File: src/rtl/ps2_pkg.sv
// Shared types and constants for the PS/2 keycode receiver.
// The state enum is the receiver's frame position; TIMEOUT_CYC_DEFAULT is 2 ms at 50 MHz.
package ps2_pkg;

    typedef enum logic [2:0] {
        IDLE   = 3'd0,
        START  = 3'd1,
        DATA   = 3'd2,
        PARITY = 3'd3,
        STOP   = 3'd4
    } ps2_state_e;

    localparam logic PS2_STOP_BIT        = 1'b1;
    localparam int   TIMEOUT_CYC_DEFAULT = 100000;

endpackage

File: src/rtl/sync_fifo.sv
// Show-ahead register FIFO: the head entry is visible on rd_data without a pop.
// Occupancy is tracked in its own counter, so the pointers simply wrap.
module sync_fifo #(
    parameter int WIDTH = 8,
    parameter int DEPTH = 16
) (
    input  logic                     clk,
    input  logic                     reset,
    input  logic                     push,
    input  logic                     pop,
    input  logic [WIDTH-1:0]         wr_data,
    output logic [WIDTH-1:0]         rd_data,
    output logic [$clog2(DEPTH):0]   count,
    output logic                     empty,
    output logic                     full
);

    localparam int PTR_W = $clog2(DEPTH);

    logic [WIDTH-1:0] mem [DEPTH];
    logic [PTR_W-1:0] wr_ptr;
    logic [PTR_W-1:0] rd_ptr;
    logic             pop_ok;
    logic             push_ok;

    assign empty   = (count == '0);
    assign full    = (count == ($clog2(DEPTH)+1)'(DEPTH));
    assign pop_ok  = pop && !empty;
    // A full FIFO still accepts a push when the head is leaving in the same cycle.
    assign push_ok = push && (!full || pop_ok);
    assign rd_data = empty ? '0 : mem[rd_ptr];

    always_ff @(posedge clk) begin
        if (push_ok) begin
            mem[wr_ptr] <= wr_data;
        end
    end

    always_ff @(posedge clk) begin
        if (reset) begin
            wr_ptr <= '0;
            rd_ptr <= '0;
            count  <= '0;
        end else begin
            if (push_ok) begin
                wr_ptr <= wr_ptr + 1'b1;
            end
            if (pop_ok) begin
                rd_ptr <= rd_ptr + 1'b1;
            end
            if (push_ok && !pop_ok) begin
                count <= count + 1'b1;
            end else if (pop_ok && !push_ok) begin
                count <= count - 1'b1;
            end
        end
    end

endmodule

File: src/rtl/ps2_keycode_fifo.sv
// PS/2 keyboard receiver that queues scan codes in a FIFO for the HPS to poll.
// Framing, parity and FIFO overflow faults are reported through sticky flags.
module ps2_keycode_fifo
    import ps2_pkg::*;
#(
    parameter int FIFO_DEPTH  = 16,
    parameter int CODE_W      = 8,
    parameter int TIMEOUT_CYC = TIMEOUT_CYC_DEFAULT
) (
    input  logic                          clk,
    input  logic                          reset,
    input  logic                          ps2_clk,
    input  logic                          ps2_dat,
    input  logic                          rd_en,
    input  logic                          clr_err,
    output logic [CODE_W-1:0]             code_out,
    output logic                          code_rdy,
    output logic [$clog2(FIFO_DEPTH):0]   fifo_count,
    output logic                          overflow,
    output logic                          parity_err,
    output logic                          frame_err
);

    localparam int TO_W = (TIMEOUT_CYC > 1) ? $clog2(TIMEOUT_CYC) : 1;
    localparam int BC_W = (CODE_W > 1) ? $clog2(CODE_W) : 1;
    localparam logic [TO_W-1:0] TO_LAST = TO_W'(TIMEOUT_CYC - 1);
    localparam logic [BC_W-1:0] BC_LAST = BC_W'(CODE_W - 1);

    logic              clk_meta, clk_sync, clk_prev;
    logic              dat_meta, dat_sync;
    logic              fall;

    ps2_state_e        state;
    logic [BC_W-1:0]   bit_cnt;
    logic [TO_W-1:0]   to_cnt;
    logic [CODE_W-1:0] shift_reg;
    logic              parity_bit;
    logic              push_req;
    logic [CODE_W-1:0] push_code;

    logic              stop_fall;
    logic              stop_ok;
    logic              parity_ok;
    logic              timeout_hit;
    logic              frame_set;
    logic              parity_set;
    logic              overflow_set;
    logic              fifo_empty;
    logic              fifo_full;

    // Two-flop synchronisers plus one history flop for falling-edge detection.
    always_ff @(posedge clk) begin
        if (reset) begin
            clk_meta <= 1'b0;
            clk_sync <= 1'b0;
            clk_prev <= 1'b0;
            dat_meta <= 1'b0;
            dat_sync <= 1'b0;
        end else begin
            clk_meta <= ps2_clk;
            clk_sync <= clk_meta;
            clk_prev <= clk_sync;
            dat_meta <= ps2_dat;
            dat_sync <= dat_meta;
        end
    end

    assign fall         = clk_prev && !clk_sync;
    assign stop_fall    = fall && (state == STOP);
    assign stop_ok      = (dat_sync == PS2_STOP_BIT);
    assign parity_ok    = ^{shift_reg, parity_bit};
    assign timeout_hit  = (state != IDLE) && !fall && (to_cnt == TO_LAST);
    assign frame_set    = (stop_fall && !stop_ok) || timeout_hit;
    assign parity_set   = stop_fall && stop_ok && !parity_ok;
    assign overflow_set = push_req && fifo_full && !rd_en;

    always_ff @(posedge clk) begin
        if (reset) begin
            state      <= IDLE;
            bit_cnt    <= '0;
            to_cnt     <= '0;
            shift_reg  <= '0;
            parity_bit <= 1'b0;
            push_req   <= 1'b0;
            push_code  <= '0;
        end else begin
            push_req <= 1'b0;
            if (state == IDLE || fall) begin
                to_cnt <= '0;
            end else begin
                to_cnt <= to_cnt + 1'b1;
            end

            if (timeout_hit) begin
                state   <= IDLE;
                bit_cnt <= '0;
                to_cnt  <= '0;
            end else if (fall) begin
                case (state)
                    IDLE: begin
                        if (!dat_sync) begin
                            state <= START;
                        end
                    end
                    START: begin
                        shift_reg <= {dat_sync, shift_reg[CODE_W-1:1]};
                        bit_cnt   <= BC_W'(1);
                        state     <= DATA;
                    end
                    DATA: begin
                        shift_reg <= {dat_sync, shift_reg[CODE_W-1:1]};
                        if (bit_cnt == BC_LAST) begin
                            bit_cnt <= '0;
                            state   <= PARITY;
                        end else begin
                            bit_cnt <= bit_cnt + 1'b1;
                        end
                    end
                    PARITY: begin
                        parity_bit <= dat_sync;
                        state      <= STOP;
                    end
                    STOP: begin
                        push_req  <= stop_ok && parity_ok;
                        push_code <= shift_reg;
                        state     <= IDLE;
                    end
                    default: state <= IDLE;
                endcase
            end
        end
    end

    // A fault raised in the same cycle as clr_err survives the clear.
    always_ff @(posedge clk) begin
        if (reset) begin
            overflow   <= 1'b0;
            parity_err <= 1'b0;
            frame_err  <= 1'b0;
        end else begin
            overflow   <= (overflow   && !clr_err) || overflow_set;
            parity_err <= (parity_err && !clr_err) || parity_set;
            frame_err  <= (frame_err  && !clr_err) || frame_set;
        end
    end

    sync_fifo #(
        .WIDTH (CODE_W),
        .DEPTH (FIFO_DEPTH)
    ) u_fifo (
        .clk     (clk),
        .reset   (reset),
        .push    (push_req),
        .pop     (rd_en),
        .wr_data (push_code),
        .rd_data (code_out),
        .count   (fifo_count),
        .empty   (fifo_empty),
        .full    (fifo_full)
    );

    assign code_rdy = !fifo_empty;

endmodule

File: config.mk
export PLATFORM = sky130hd
export DESIGN_NAME = ps2_keycode_fifo
export DESIGN_NICKNAME = d
export VERILOG_FILES = /design/src/rtl/ps2_pkg.sv /design/src/rtl/sync_fifo.sv /design/src/rtl/ps2_keycode_fifo.sv
export SDC_FILE = /design/constraint.sdc
export NUM_CORES = 1
export LEC_CHECK = 0
export CAP_MARGIN = 15
export CORE_MARGIN = 3
export CORE_UTILIZATION = 40
export CTS_CLUSTER_SIZE = 10
export DETAILED_ROUTE_END_ITERATION = 6
export GPL_TIMING_DRIVEN = 0
export PLACE_DENSITY_LB_ADDON = 0.15
export RECOVER_POWER = 100
export REMOVE_ABC_BUFFERS = 1
export SYNTH_ARGS = -nofsm -noshare
export SYNTH_HDL_FRONTEND = slang
export SYNTH_HIERARCHICAL = 1
export SYNTH_SLANG_ARGS = --single-unit
File: constraint.sdc
create_clock -name clk -period 3 [get_ports clk]
set_clock_uncertainty 0.1 [all_clocks]
set_input_delay 0.6 -clock clk [delete_from_list [all_inputs] [get_ports clk]]
set_output_delay 0.6 -clock clk [all_outputs]
set_load 0.02 [all_outputs]
==> flow_metrics.tcl <==
set metrics [dict create \
    maxCapViolCount 0 \
    path_buf_inv 3 \
    h-tree-depth 4 \
    synth_seq_area_share_pct 63.7 \
    io_buffers 22 \
    crit_arrival_ps 2270 \
    cp_slowest_cell "mux4_2" \
    syn2layout_area_growth_pct 13.9 \
    via_per_inst 5.30 \
    pre_cts_slack_ps -513 \
    p_leak_uw 0.00311 \
    p_per_area_mw_per_mm2 552 \
    outcome "finished, final reports clean" \
    grt_max_degree 47 \
    postSynthCellCount 541 \
    numCtsBuffers 17 \
    fin_nets 586 \
    nFillCells 1772 \
    yosys.cell_types.count 58 \
    synth-main-ff-cell "edfxtp_1" \
    slew_headroom_pct 25.9 \
    clk_pin_slew_ps 80 \
    core.rowCount 51 \
    detail-route-antenna-nets 0 \
    drtIter0Drc 348 \
    grt_first_pass_wirelength_mm 24.9 \
    crit_chain "buf_12 > buf_4 > mux4_2 > nor2b_1 > a211oi_2 > a211oi_1 > buf_2" \
    drive_above_1_share_pct 19.1 \
    clk_path_buf_depth 2 \
    synth_area_leaders "edfxtp_1 47%, dfxtp_1 16%, mux4_2 6.4%" \
    required_ps 2300 \
    timing.hold.ws_ps 344 \
    wl_met3_um 564 \
    rsz0062_at_grt "yes" \
    crit_path_end_kind "output pin" \
    setup-violations-final 0 \
    dp_hpwl_mm 9.87 \
    antenna_found_initial 0 \
    worst-setup-path-type "reg2out" \
    cp_max_fo 10 \
    power.internal_uw 4010 \
    clock_latency_ps 430 \
    detail_route.wl_per_cell_um 18.5 \
    largestRegisters "u_fifo/mem: 128 flops, to_cnt: 17 flops" \
    syn-cell-area_mm2 0.00810 \
    vdd_drop_max_mv 0.400 \
    timing.final.crit_period_ps 2970 \
    grt_pass1_vias 4491 \
    p_comb_share_pct 0.6 \
    worstMarginPinSlew_ps 1110 \
    worst_setup_path_start_kind "flop" \
    die_h_um 148 \
    p_clk_share_pct 44.2 \
    regMostFlops "u_fifo/mem" \
    cts_tree "done" \
    seq_power_share_pct 55.2 \
    synth_enable_flop_cells 128 \
    yosys.area.top_type_share_pct 47.4 \
    pin_count 23 \
    largest_reg_flops 128 \
    finalNonFillerCells 845 \
    dieArea_mm2 0.0220 \
    min_period_over_period_pct 99.1 \
    clock-root-buffer "clkbuf_16" \
    critPathTopFamily "multiplexers" \
    postCtsHoldBufs 0 \
    gp_congestion 0.804 \
    numClockSinks 194 \
    ys_ff_latch 194 \
    route.detailed.drc 0 \
    async_flop_share_pct 0 \
    fmax_mhz 336 \
    yosysTopAreaCell "edfxtp_1" \
    finalHoldViolCount 0 \
    top_layer_used "met4" \
    fin_ws_ps 25.7 \
    drt-total-wl_mm 15.6 \
    dr.pass1.iters 4 \
    placedCellCount 804 \
    num_antenna_cells 0 \
    slowest_delay_ps 470 \
    grt.total_usage_pct 14.9 \
    hp-class "reg2reg" \
    grt-ovfl-total 0 \
    met1_length_mm 7.37 \
    yosys_warnings 6 \
    coreArea_mm2 0.0197 \
    initial_core_util_pct 41.2 \
    finalMaxSlewViolations 0 \
    die_w_um 148 \
    p_switching_uw 1090 \
    routed-via-count 4479 \
    syn_avg_cell_area_um2 15.0 \
    switching_share_pct 21.3 \
    met2_wirelength_mm 7.56 \
]
-- synth_stat cells, types with 4 or more instances --
| library cell | instances |
|---|---|
| edfxtp_1 | 128 |
| dfxtp_1 | 66 |
| nor2_1 | 49 |
| mux2i_1 | 28 |
| mux4_2 | 23 |
| xnor2_1 | 19 |
| a211oi_1 | 18 |
| nand2_1 | 18 |
| nor2b_1 | 16 |
| a21oi_1 | 13 |
| nand3_1 | 13 |
| ha_1 | 12 |
| clkbuf_1 | 11 |
| xor2_1 | 10 |
| mux4_1 | 9 |
| buf_2 | 8 |
| inv_1 | 8 |
| nor2_4 | 8 |
| and3_1 | 7 |
| nor3_1 | 7 |
| and2_1 | 6 |
| nor4_1 | 6 |
| buf_4 | 4 |
| nand2b_1 | 4 |
-- stage by stage --
step | util (%) | instance area [um^2] | setup TNS, ps | power (uW)
2_1_floorplan | - | 7910 | -89.4 | 2890
3_3_place_gp | 43.1 | 8470 | -23710 | 2910
3_5_place_dp | 43.5 | 8540 | -3120 | 2910
4_1_cts | 46.7 | 9190 | -208 | 5140
5_1_grt | 47.0 | 9230 | -255 | 5260
6_report | 47.0 | 9230 | 0 | 5100
-- path summary, 6_finish.rpt --
| check | from | cells after the start | slack [ps] | to |
|---|---|---|---|---|
| max | flop | 7 | 30 | code_out[2] |
| min | dat_meta | 1 | 340 | dat_sync |
| max reg2reg | u_fifo/count[3] | 9 | 140 | u_fifo/count[3] |
| min reg2reg | dat_meta | 1 | 340 | dat_sync |
-- power by group through the flow --
stage	Clock [uW]	Combinational (uW)	Sequential, uW
3_3_place_gp	0	29.2	2880
5_1_grt	2410	32.0	2810
2_1_floorplan	0	11.0	2880
6_report	2250	28.9	2810
4_1_cts	2300	29.2	2810
3_5_place_dp	0	29.0	2880
-- area by class of cell --
class / count / area (um^2) / share of cell area (%)
Clock buffer: 17 / 425 / 4.61
Clock inverter: 15 / 159 / 1.72
Inverter: 8 / 30.0 / 0.325
Multi-Input combinational cell: 310 / 2760 / 29.9
Sequential cell: 194 / 5180 / 56.1
Tap cell: 265 / 332 / 3.59
Timing Repair Buffer: 36 / 347 / 3.75
-- what timing repair did --
| action | in CTS | in global routing |
|---|---|---|
| endpoints found under the setup margin | 11 | 10 |
| resized for setup | 49 | 16 |
| gates cloned | 1 | 0 |
| pin swaps | 4 | 6 |
| buffers inserted | 3 | 5 |
-- metal layers --
| layer | GRT usage, % | vias to the layer above |
|---|---|---|
| met1 | 20.8 | 2304 |
| met3 | 3.41 | 13 |
| li1 | - | 2086 |
| met4 | 3.60 | 0 |
| met2 | 23.7 | 76 |
| met5 | 0 | - |
-- cell usage in the layout (no fill, tap or decap), drive strengths merged, types with 3 or more instances in the layout --
cell,n
a211oi,18
a21oi,13
and2,6
and3,7
buf,18
clkbuf,21
clkdlybuf4s50,4
dfxtp,66
dlygate4sd3,8
edfxtp,128
ha,12
inv,19
mux2i,28
mux4,32
nand2,18
nand2b,4
nand3,13
nand4,4
nor2,60
nor2b,16
nor3,8
nor4,7
o211ai,3
o21ai,3
or2,3
or3,3
xnor2,19
xor2,10
-- kinds of logic after synthesis --
| family | after synthesis | synth area share, % |
|---|---|---|
| buffers and inverters | 37 | 2.70 |
| AOI/OAI and AO/OA | 44 | 3.66 |
| muxes | 61 | 12.9 |
| and+or+nand+nor | 162 | 11.5 |
| xor gates and xnor gates | 30 | 3.41 |
| DFF | 194 | 63.7 |
| adders and majority gates | 13 | 2.10 |
No activity file was read; power rests on OpenSTA's default activity.
